### config.mk
export PLATFORM = sky130hd
export DESIGN_NAME = bit_serial_add_ctrl_flat
export DESIGN_NICKNAME = d
export VERILOG_FILES = /design/src/rtl/bit_serial_pkg.sv /design/src/rtl/bit_serial_add_ctrl_if.sv /design/src/rtl/bit_serial_add_ctrl_fa_cell.sv /design/src/rtl/bit_serial_add_ctrl.sv /design/src/flat_wrapper.sv
export SDC_FILE = /design/constraint.sdc
export NUM_CORES = 1
export LEC_CHECK = 0
export BUFFER_PORTS_ARGS = -buffer_cell sky130_fd_sc_hd__buf_2
export CELL_PAD_IN_SITES_DETAIL_PLACEMENT = 2
export CELL_PAD_IN_SITES_GLOBAL_PLACEMENT = 2
export CORE_UTILIZATION = 38
export DETAILED_ROUTE_END_ITERATION = 8
export GPL_TIMING_DRIVEN = 0
export PLACE_DENSITY = 0.87
export SYNTH_ARGS = -nofsm -noshare
export SYNTH_HDL_FRONTEND = slang
export SYNTH_HIERARCHICAL = 1
export SYNTH_SLANG_ARGS = --single-unit
export TNS_END_PERCENT = 30
### constraint.sdc
create_clock -name clk -period 1.6 [get_ports clk]
set_input_delay 0.16 -clock clk [delete_from_list [all_inputs] [get_ports clk]]
set_output_delay 0.16 -clock clk [all_outputs]
set_load 0.1 [all_outputs]
### src/rtl/bit_serial_pkg.sv
// Shared types and defaults for the bit-serial adder controller.
package bit_serial_pkg;

  localparam int WIDTH_DEFAULT = 8;

  typedef enum logic [1:0] {
    IDLE = 2'd0,
    RUN  = 2'd1,
    DONE = 2'd2
  } state_e;

endpackage : bit_serial_pkg

### src/rtl/bit_serial_add_ctrl_if.sv
// Request/result bundle between a requesting datapath (master) and the serial adder (slave).
interface bit_serial_add_ctrl_if
  import bit_serial_pkg::*;
#(
  parameter int WIDTH = WIDTH_DEFAULT
) ();

  logic             start;
  logic [WIDTH-1:0] a;
  logic [WIDTH-1:0] b;
  logic             cin;
  logic             busy;
  logic             done;
  logic [WIDTH-1:0] sum;
  logic             cout;
  logic             ovf;

  modport master (
    output start, a, b, cin,
    input  busy, done, sum, cout, ovf
  );

  modport slave (
    input  start, a, b, cin,
    output busy, done, sum, cout, ovf
  );

endinterface : bit_serial_add_ctrl_if

### src/rtl/bit_serial_add_ctrl_fa_cell.sv
// Combinational 1-bit full adder shared across all bit positions of the serial add.
module fa_cell (
  input  logic a,
  input  logic b,
  input  logic cin,
  output logic s,
  output logic c
);

  logic w_p;

  assign w_p = a ^ b;
  assign s   = w_p ^ cin;
  assign c   = (a & b) | (cin & w_p);

endmodule : fa_cell

### src/rtl/bit_serial_add_ctrl.sv
// Bit-serial adder controller: one full-adder cell reused LSB-first over WIDTH cycles,
// with registered sum/carry/overflow and a one-cycle done strobe.
module bit_serial_add_ctrl
  import bit_serial_pkg::*;
#(
  parameter int WIDTH = WIDTH_DEFAULT
) (
  input  logic                  clk,
  input  logic                  rst_n,
  bit_serial_add_ctrl_if.slave  bus
);

  localparam int CNT_W = $clog2(WIDTH);
  localparam logic [CNT_W-1:0] LAST_BIT = CNT_W'(WIDTH - 1);

  state_e             r_state;
  state_e             w_state_nxt;

  logic [WIDTH-1:0]   r_a_sr;
  logic [WIDTH-1:0]   r_b_sr;
  logic [WIDTH-2:0]   r_sum_sr;
  logic               r_carry;
  logic [CNT_W-1:0]   r_cnt;

  logic [WIDTH-1:0]   r_sum;
  logic               r_cout;
  logic               r_ovf;

  logic               w_s;
  logic               w_c;
  logic               w_load;
  logic               w_run;
  logic               w_last;
  logic [WIDTH-1:0]   w_sum_sh;

  fa_cell u_fa_cell (
    .a   (r_a_sr[0]),
    .b   (r_b_sr[0]),
    .cin (r_carry),
    .s   (w_s),
    .c   (w_c)
  );

  // start is only honoured when the cell is free; requests during RUN are dropped.
  assign w_load   = bus.start && ((r_state == IDLE) || (r_state == DONE));
  assign w_run    = (r_state == RUN);
  assign w_last   = w_run && (r_cnt == LAST_BIT);
  assign w_sum_sh = {w_s, r_sum_sr};

  always_ff @(posedge clk or negedge rst_n) begin
    if (!rst_n) begin
      r_state <= IDLE;
    end else begin
      r_state <= w_state_nxt;
    end
  end

  always_comb begin
    w_state_nxt = r_state;
    case (r_state)
      IDLE:    if (bus.start) w_state_nxt = RUN;
      RUN:     if (r_cnt == LAST_BIT) w_state_nxt = DONE;
      DONE:    w_state_nxt = bus.start ? RUN : IDLE;
      default: w_state_nxt = IDLE;
    endcase
  end

  always_comb begin
    bus.busy = (r_state == RUN);
    bus.done = (r_state == DONE);
  end

  always_ff @(posedge clk or negedge rst_n) begin
    if (!rst_n) begin
      r_a_sr   <= '0;
      r_b_sr   <= '0;
      r_sum_sr <= '0;
      r_carry  <= 1'b0;
      r_cnt    <= '0;
    end else if (w_load) begin
      r_a_sr   <= bus.a;
      r_b_sr   <= bus.b;
      r_carry  <= bus.cin;
      r_cnt    <= '0;
    end else if (w_run) begin
      r_a_sr   <= {1'b0, r_a_sr[WIDTH-1:1]};
      r_b_sr   <= {1'b0, r_b_sr[WIDTH-1:1]};
      r_sum_sr <= w_sum_sh[WIDTH-1:1];
      r_carry  <= w_c;
      r_cnt    <= w_last ? '0 : r_cnt + CNT_W'(1);
    end
  end

  // Results move only on the final-bit edge so the requester sees a stable prior value.
  always_ff @(posedge clk or negedge rst_n) begin
    if (!rst_n) begin
      r_sum  <= '0;
      r_cout <= 1'b0;
      r_ovf  <= 1'b0;
    end else if (w_last) begin
      r_sum  <= w_sum_sh;
      r_cout <= w_c;
      r_ovf  <= r_carry ^ w_c;
    end
  end

  assign bus.sum  = r_sum;
  assign bus.cout = r_cout;
  assign bus.ovf  = r_ovf;

endmodule : bit_serial_add_ctrl

### src/flat_wrapper.sv
// flat-port wrapper written by rule: the top's interface ports become plain ports
module bit_serial_add_ctrl_flat import bit_serial_pkg::*;
#(
  parameter int WIDTH = WIDTH_DEFAULT
)
  (clk, rst_n, bus_start, bus_a, bus_b, bus_cin, bus_busy, bus_done, bus_sum, bus_cout, bus_ovf);
  bit_serial_add_ctrl_if #(.WIDTH(WIDTH)) bus_i ();
  input  logic clk;
  input  logic rst_n;
  input wire logic [$bits(bus_i.start)-1:0] bus_start;
  input wire logic [$bits(bus_i.a)-1:0] bus_a;
  input wire logic [$bits(bus_i.b)-1:0] bus_b;
  input wire logic [$bits(bus_i.cin)-1:0] bus_cin;
  output wire logic [$bits(bus_i.busy)-1:0] bus_busy;
  output wire logic [$bits(bus_i.done)-1:0] bus_done;
  output wire logic [$bits(bus_i.sum)-1:0] bus_sum;
  output wire logic [$bits(bus_i.cout)-1:0] bus_cout;
  output wire logic [$bits(bus_i.ovf)-1:0] bus_ovf;
  assign bus_i.start = bus_start;
  assign bus_i.a = bus_a;
  assign bus_i.b = bus_b;
  assign bus_i.cin = bus_cin;
  assign bus_busy = bus_i.busy;
  assign bus_done = bus_i.done;
  assign bus_sum = bus_i.sum;
  assign bus_cout = bus_i.cout;
  assign bus_ovf = bus_i.ovf;
  bit_serial_add_ctrl #(.WIDTH(WIDTH)) u_core (.clk(clk), .rst_n(rst_n), .bus(bus_i));
endmodule
# Yosys cells after proc, flatten, opt, wreduce, memory -nomap -nowiden
# Index checks and enable logic that the tools add are counted.
# op_classes
add_sub_neg,1
n_mul,0
div,0
order_cmp,0
eq_ne,5
shift,0
muxes,13
bitwise_logic,7
reduce_logical,7
# ops
operator,count
8-bit 2-to-1 mux,4
3-bit 2-to-1 mux,3
2-bit one-hot mux with 3 select lines,1
2-bit 2-to-1 mux,2
"2-bit != test, second input constant",2
2-bit AND reduction,2
"3-bit by 1-bit adder with 3-bit output, second input constant",1
"3-bit == test, second input constant",1
1-bit 2-to-1 mux,3
1-bit XOR,3
1-bit AND,2
"2-bit by 1-bit == test with 1-bit output, second input constant",1
"2-bit == test, second input constant",1
1-bit logical AND,2
2-bit logical NOT,1
2-bit nonzero test,1
1-bit logical OR,1
1-bit inverter,1
1-bit OR,1
# word_totals
reg_bits,39
latchBits,0
ram_bits,0
romBits,0
input_bits,20
output_inout_bits,12
wordCells,42
mem_count,0

# Logic depth before layout (Yosys ltp)
# depth
depth_word,5
mapped_depth,5

# Cells and area by module
# The synthesis kept the hierarchy.
# modules_own_cells
module,n_inst,cells_per_inst,area_per_inst_um2,seq_area_each_um2
bit_serial_add_ctrl,1,139,1951.9,975.9
fa_cell,1,1,20.0,0.0

# Least setup slack after synthesis
# No wires, ideal clock.
# synth_path
path_kind,reg-to-output
startpoint,register u_core.r_state[1]
endpoint,output bus_done
arrival_time_ns,2.040
t_required_ns,1.440
setup_slack_ns,-0.600
path_stages_with_launch,4
path_buffers,2
path_cell_list,dfrtp_1 -> buf_2 -> buf_2 -> nor2b_1
# synth_via
elab_chain_len,1
# synth_rtl
element,line,source
"start, declared",bit_serial_add_ctrl.sv:16,state_e r_state;
"start signal, assigned",bit_serial_add_ctrl.sv:54,r_state <= w_state_nxt;
2-bit == test,bit_serial_add_ctrl.sv:70,bus.done = (r_state == DONE);
"end, declared",flat_wrapper.sv:15,output wire logic [$bits(bus_i.done)-1:0] bus_done;
# No other way between the ends.

# Worst setup path in the final report
# layout_path
startpoint,register u_core.r_cnt[0]
endpoint,register u_core.r_cnt[0]
# layout_via
elab_chain_len,5
word_cells_on_any_way,6
# layout_rtl
element,line,source
"start, declared",bit_serial_add_ctrl.sv:23,logic [CNT_W-1:0] r_cnt;
"start signal, assigned",bit_serial_add_ctrl.sv:90,r_cnt <= w_last ? '0 : r_cnt + CNT_W'(1);
"parallel branches: the longest is 2 deep, another holds 3-bit by 1-bit adder with 3-bit output",n/a,
3-bit 2-to-1 mux (*),bit_serial_add_ctrl.sv:90,
3-bit 2-to-1 mux (*),bit_serial_add_ctrl.sv:85,end else if (w_run) begin
3-bit 2-to-1 mux (*),bit_serial_add_ctrl.sv:80,end else if (w_load) begin
# Every way passes the cells marked *. The select of a mux whose other input is x is not followed.
# A chain may end at the register's enable or synchronous reset.

==> results.yml <==
routing:
  route.detailed.drc: 0
  ant_nets: 0
  wl_per_cell_um: 18.9
  drtIter0Drc: 38
  vias_per_cell: 5.16
  drt-pass1-iter-count: 3
  wirelength_um: 4630
  vias: 1265
synthesis:
  synth_cells: 140
  synth_area_um2: 1970
  ys_types: 21
  syn_nets: 163
  seq_area_frac_synth_pct: 49.5
  syn_area_per_cell_um2: 14.1
  yosysWarnings: 6
  ys_seq_elements: 39
setup_path:
  path_class: "reg -> reg"
  endpoint_kind: "flip-flop"
  crit_required_ns: 1.83
  startpoint_type: "flip-flop"
  crit_arrival_ns: 1.77
  crit_fanout: 5
power:
  p_sw_w: 0.00239
  power_frac_comb_pct: 50.0
  seqPwrFrac_pct: 33.9
  power_density_nw_per_um2: 2230
  p_leak_nw: 1.20
  clkPwrFrac_pct: 16.1
  ir_worst_vdd_mv: 0.995
  p_int_w: 0.00291
  netSwitchingFraction_pct: 45.0
clocking:
  root_buffer: "clkbuf_8"
  cts_tree: "done"
  clk_latency_ns: 0.29
  h-tree-depth: 2
  cts_buffers: 5
  cts_hold_buf: 0
  cts_sinks: 39
  cts.path.max_buffers: 2
  clk_pin_slew_ns: 0.08
layout:
  design_area_um2: 2370
  antenna_cells: 0
  finalNetCount: 200
  stdcell_count: 245
  final_cell_mix: "mux2i_1, dfrtp_1, buf_2, mux2_4"
  synthToLayoutAreaGrowth_pct: 20.4
  fillCellCount: 487
  drive_above_1_share_pct: 39.3
  final_common_cell: "mux2i_1"
floorplanning:
  die_w_um: 74.0
  dieHeight_um: 74.0
  core_region_area_um2: 4850
  rows: 25
  initial_core_util_pct: 40.7
  die_area_um2: 5480
  io_pins: 32
sta:
  fmax_mhz: 648
  worst_slack_ns: 0.0575
  hold_violations: 39
  skew_ns: 0.00293
  finalSetupViolCount: 0
  rsz0062_at_grt: "false"
  slew_viol_final: 0
  relSlewSlack_pct: 41.3
  worst_slew_pin_slew_ns: 0.881
  period_share_pct: 96.4
  whs_ns: -0.0178
  finalSetupTns_ns: 0
  fin_crit_ns: 1.54
place:
  portBuffers: 31
  gp_congestion: 0.742
  place_area_um2: 2220
  hpwl_um: 3230
  dp_cells: 238
  pre_cts_ws_ns: -0.0198
worst_hold_path:
  hold_path_class: "in -> async"
run:
  max_cap_violations: 0
global_routing:
  grt_util_all_layers_pct: 19.3
  antenna_found_initial: 0
  grt_pass1_vias: 1428
  grt_pass1_wl_um: 7600
  grt_max_degree: 40
  overflow: 0
status:
  failed_checks: "hold timing"
  outcome: "finished with violations"
power groups by stage:
| stage | registers, W | clock network, W | logic [W] |
|---|---|---|---|
| 2_1_floorplan | 0.00255 | 0 | 0.00130 |
| 3_3_place_gp | 0.00174 | 0 | 0.00247 |
| 3_5_place_dp | 0.00181 | 0 | 0.00260 |
| 4_1_cts | 0.00180 | 0.000887 | 0.00267 |
| 5_1_grt | 0.00185 | 0.000927 | 0.00282 |
| 6_report | 0.00180 | 0.000852 | 0.00265 |
final timing paths:
path	startpoint	depth (start not counted)	slack, ns	to
hold reg to reg	u_core/bus.cout$_DFFE_PN0P_	1	0.51	u_core/bus.cout$_DFFE_PN0P_
setup reg to reg	u_core/r_cnt[0]$_DFFE_PN0P_	4	0.06	u_core/r_cnt[0]$_DFFE_PN0P_
setup / recovery	u_core/r_cnt[0]$_DFFE_PN0P_	4	0.06	u_core/r_cnt[0]$_DFFE_PN0P_
hold / removal	rst_n	1	-0.02	u_core/bus.sum[0]$_DFFE_PN0P_
max in group asynchronous	rst_n	1	1.02	u_core/r_state[1]$_DFFE_PN0P_
min in group clk	bus_a[2]	3	0.15	u_core/r_a_sr[2]$_DFFE_PN0P_
flip-flops by register name (all words and copies together) (netlist names), 2 cells and up:
name	flops
u_core/bus.sum	8
u_core/r_b_sr	8
u_core/r_state	2
u_core/r_sum_sr	7
u_core/r_cnt	3
u_core/r_a_sr	8
worst max-delay path, stage by stage (launching register included):
cell and delay, ns:
dfrtp_1 0.42, ha_1 0.21, ha_2 0.22, or4b_1 0.52, nand3_1 0.11
logic make-up after synthesis:
kind of cell             after synthesis  synth area share, %
multiplexers                          64                 35.3
flip-flops                            39                 49.5
AND/OR/NAND/NOR                       17                 7.04
buffers and inverters                 13                 4.63
AO/OA/AOI/OAI                          3                0.825
adder cells (fa/ha/maj)                3                 2.28
XOR/XNOR                               1                0.444
what timing repair did:
item / 4_1_cts / 5_1_grt
resized for setup: 8 / 5
setup buffers: 0 / 0
endpoints found under the setup margin: 12 / 10
Yosys cell counts:
library cell | n | area [um2]
nand4bb_1 | 1 | 11.3
nand3b_4 | 1 | 20.0
buf_2 | 4 | 20.0
mux2_2 | 8 | 90.1
inv_1 | 3 | 11.3
o21ai_0 | 2 | 10.0
ha_1 | 2 | 25.0
xor2_1 | 1 | 8.76
o22ai_1 | 1 | 6.26
fa_1 | 1 | 20.0
dfrtp_1 | 39 | 976
nand3_1 | 8 | 40.0
or4bb_1 | 1 | 11.3
or4b_1 | 1 | 10.0
nand2b_4 | 1 | 13.8
buf_6 | 4 | 45.0
nor2b_1 | 1 | 6.26
or3b_1 | 3 | 26.3
mux2_4 | 9 | 135
mux2i_1 | 47 | 470
buf_4 | 2 | 15.0
layout make-up:
| type | instances | area (um2) | area share [%] |
|---|---|---|---|
| plain buffers | 9 | 90.1 | 3.79 |
| clock buffers | 6 | 82.6 | 3.48 |
| clock inverters | 2 | 35.0 | 1.48 |
| inverters | 3 | 11.3 | 0.474 |
| multi-input cells | 88 | 915 | 38.5 |
| flip-flops and latches | 39 | 977 | 41.1 |
| well taps | 67 | 83.8 | 3.53 |
| repair buffers | 31 | 180 | 7.59 |
through the flow:
step / power [W] / util (%)
CTS: 0.00535 / 48.7
global route: 0.00560 / 49.0
floorplan: 0.00385 / -
detailed placement: 0.00441 / 45.8
finish: 0.00530 / 49.0
global placement: 0.00421 / 45.8
routing by layer:
| layer | GRT usage, % | vias up | wire (um) | share of wire, % |
|---|---|---|---|---|
| met5 | 0 | - | 0 | 0 |
| met1 | 22.0 | 650 | 1860 | 40 |
| met3 | 3.79 | 9 | 177 | 3.8 |
| met4 | 7.91 | 0 | 95 | 2.1 |
| li1 | - | 572 | - | - |
| met2 | 35.1 | 34 | 2490 | 54 |
No activity file was read; power rests on OpenSTA's default activity.
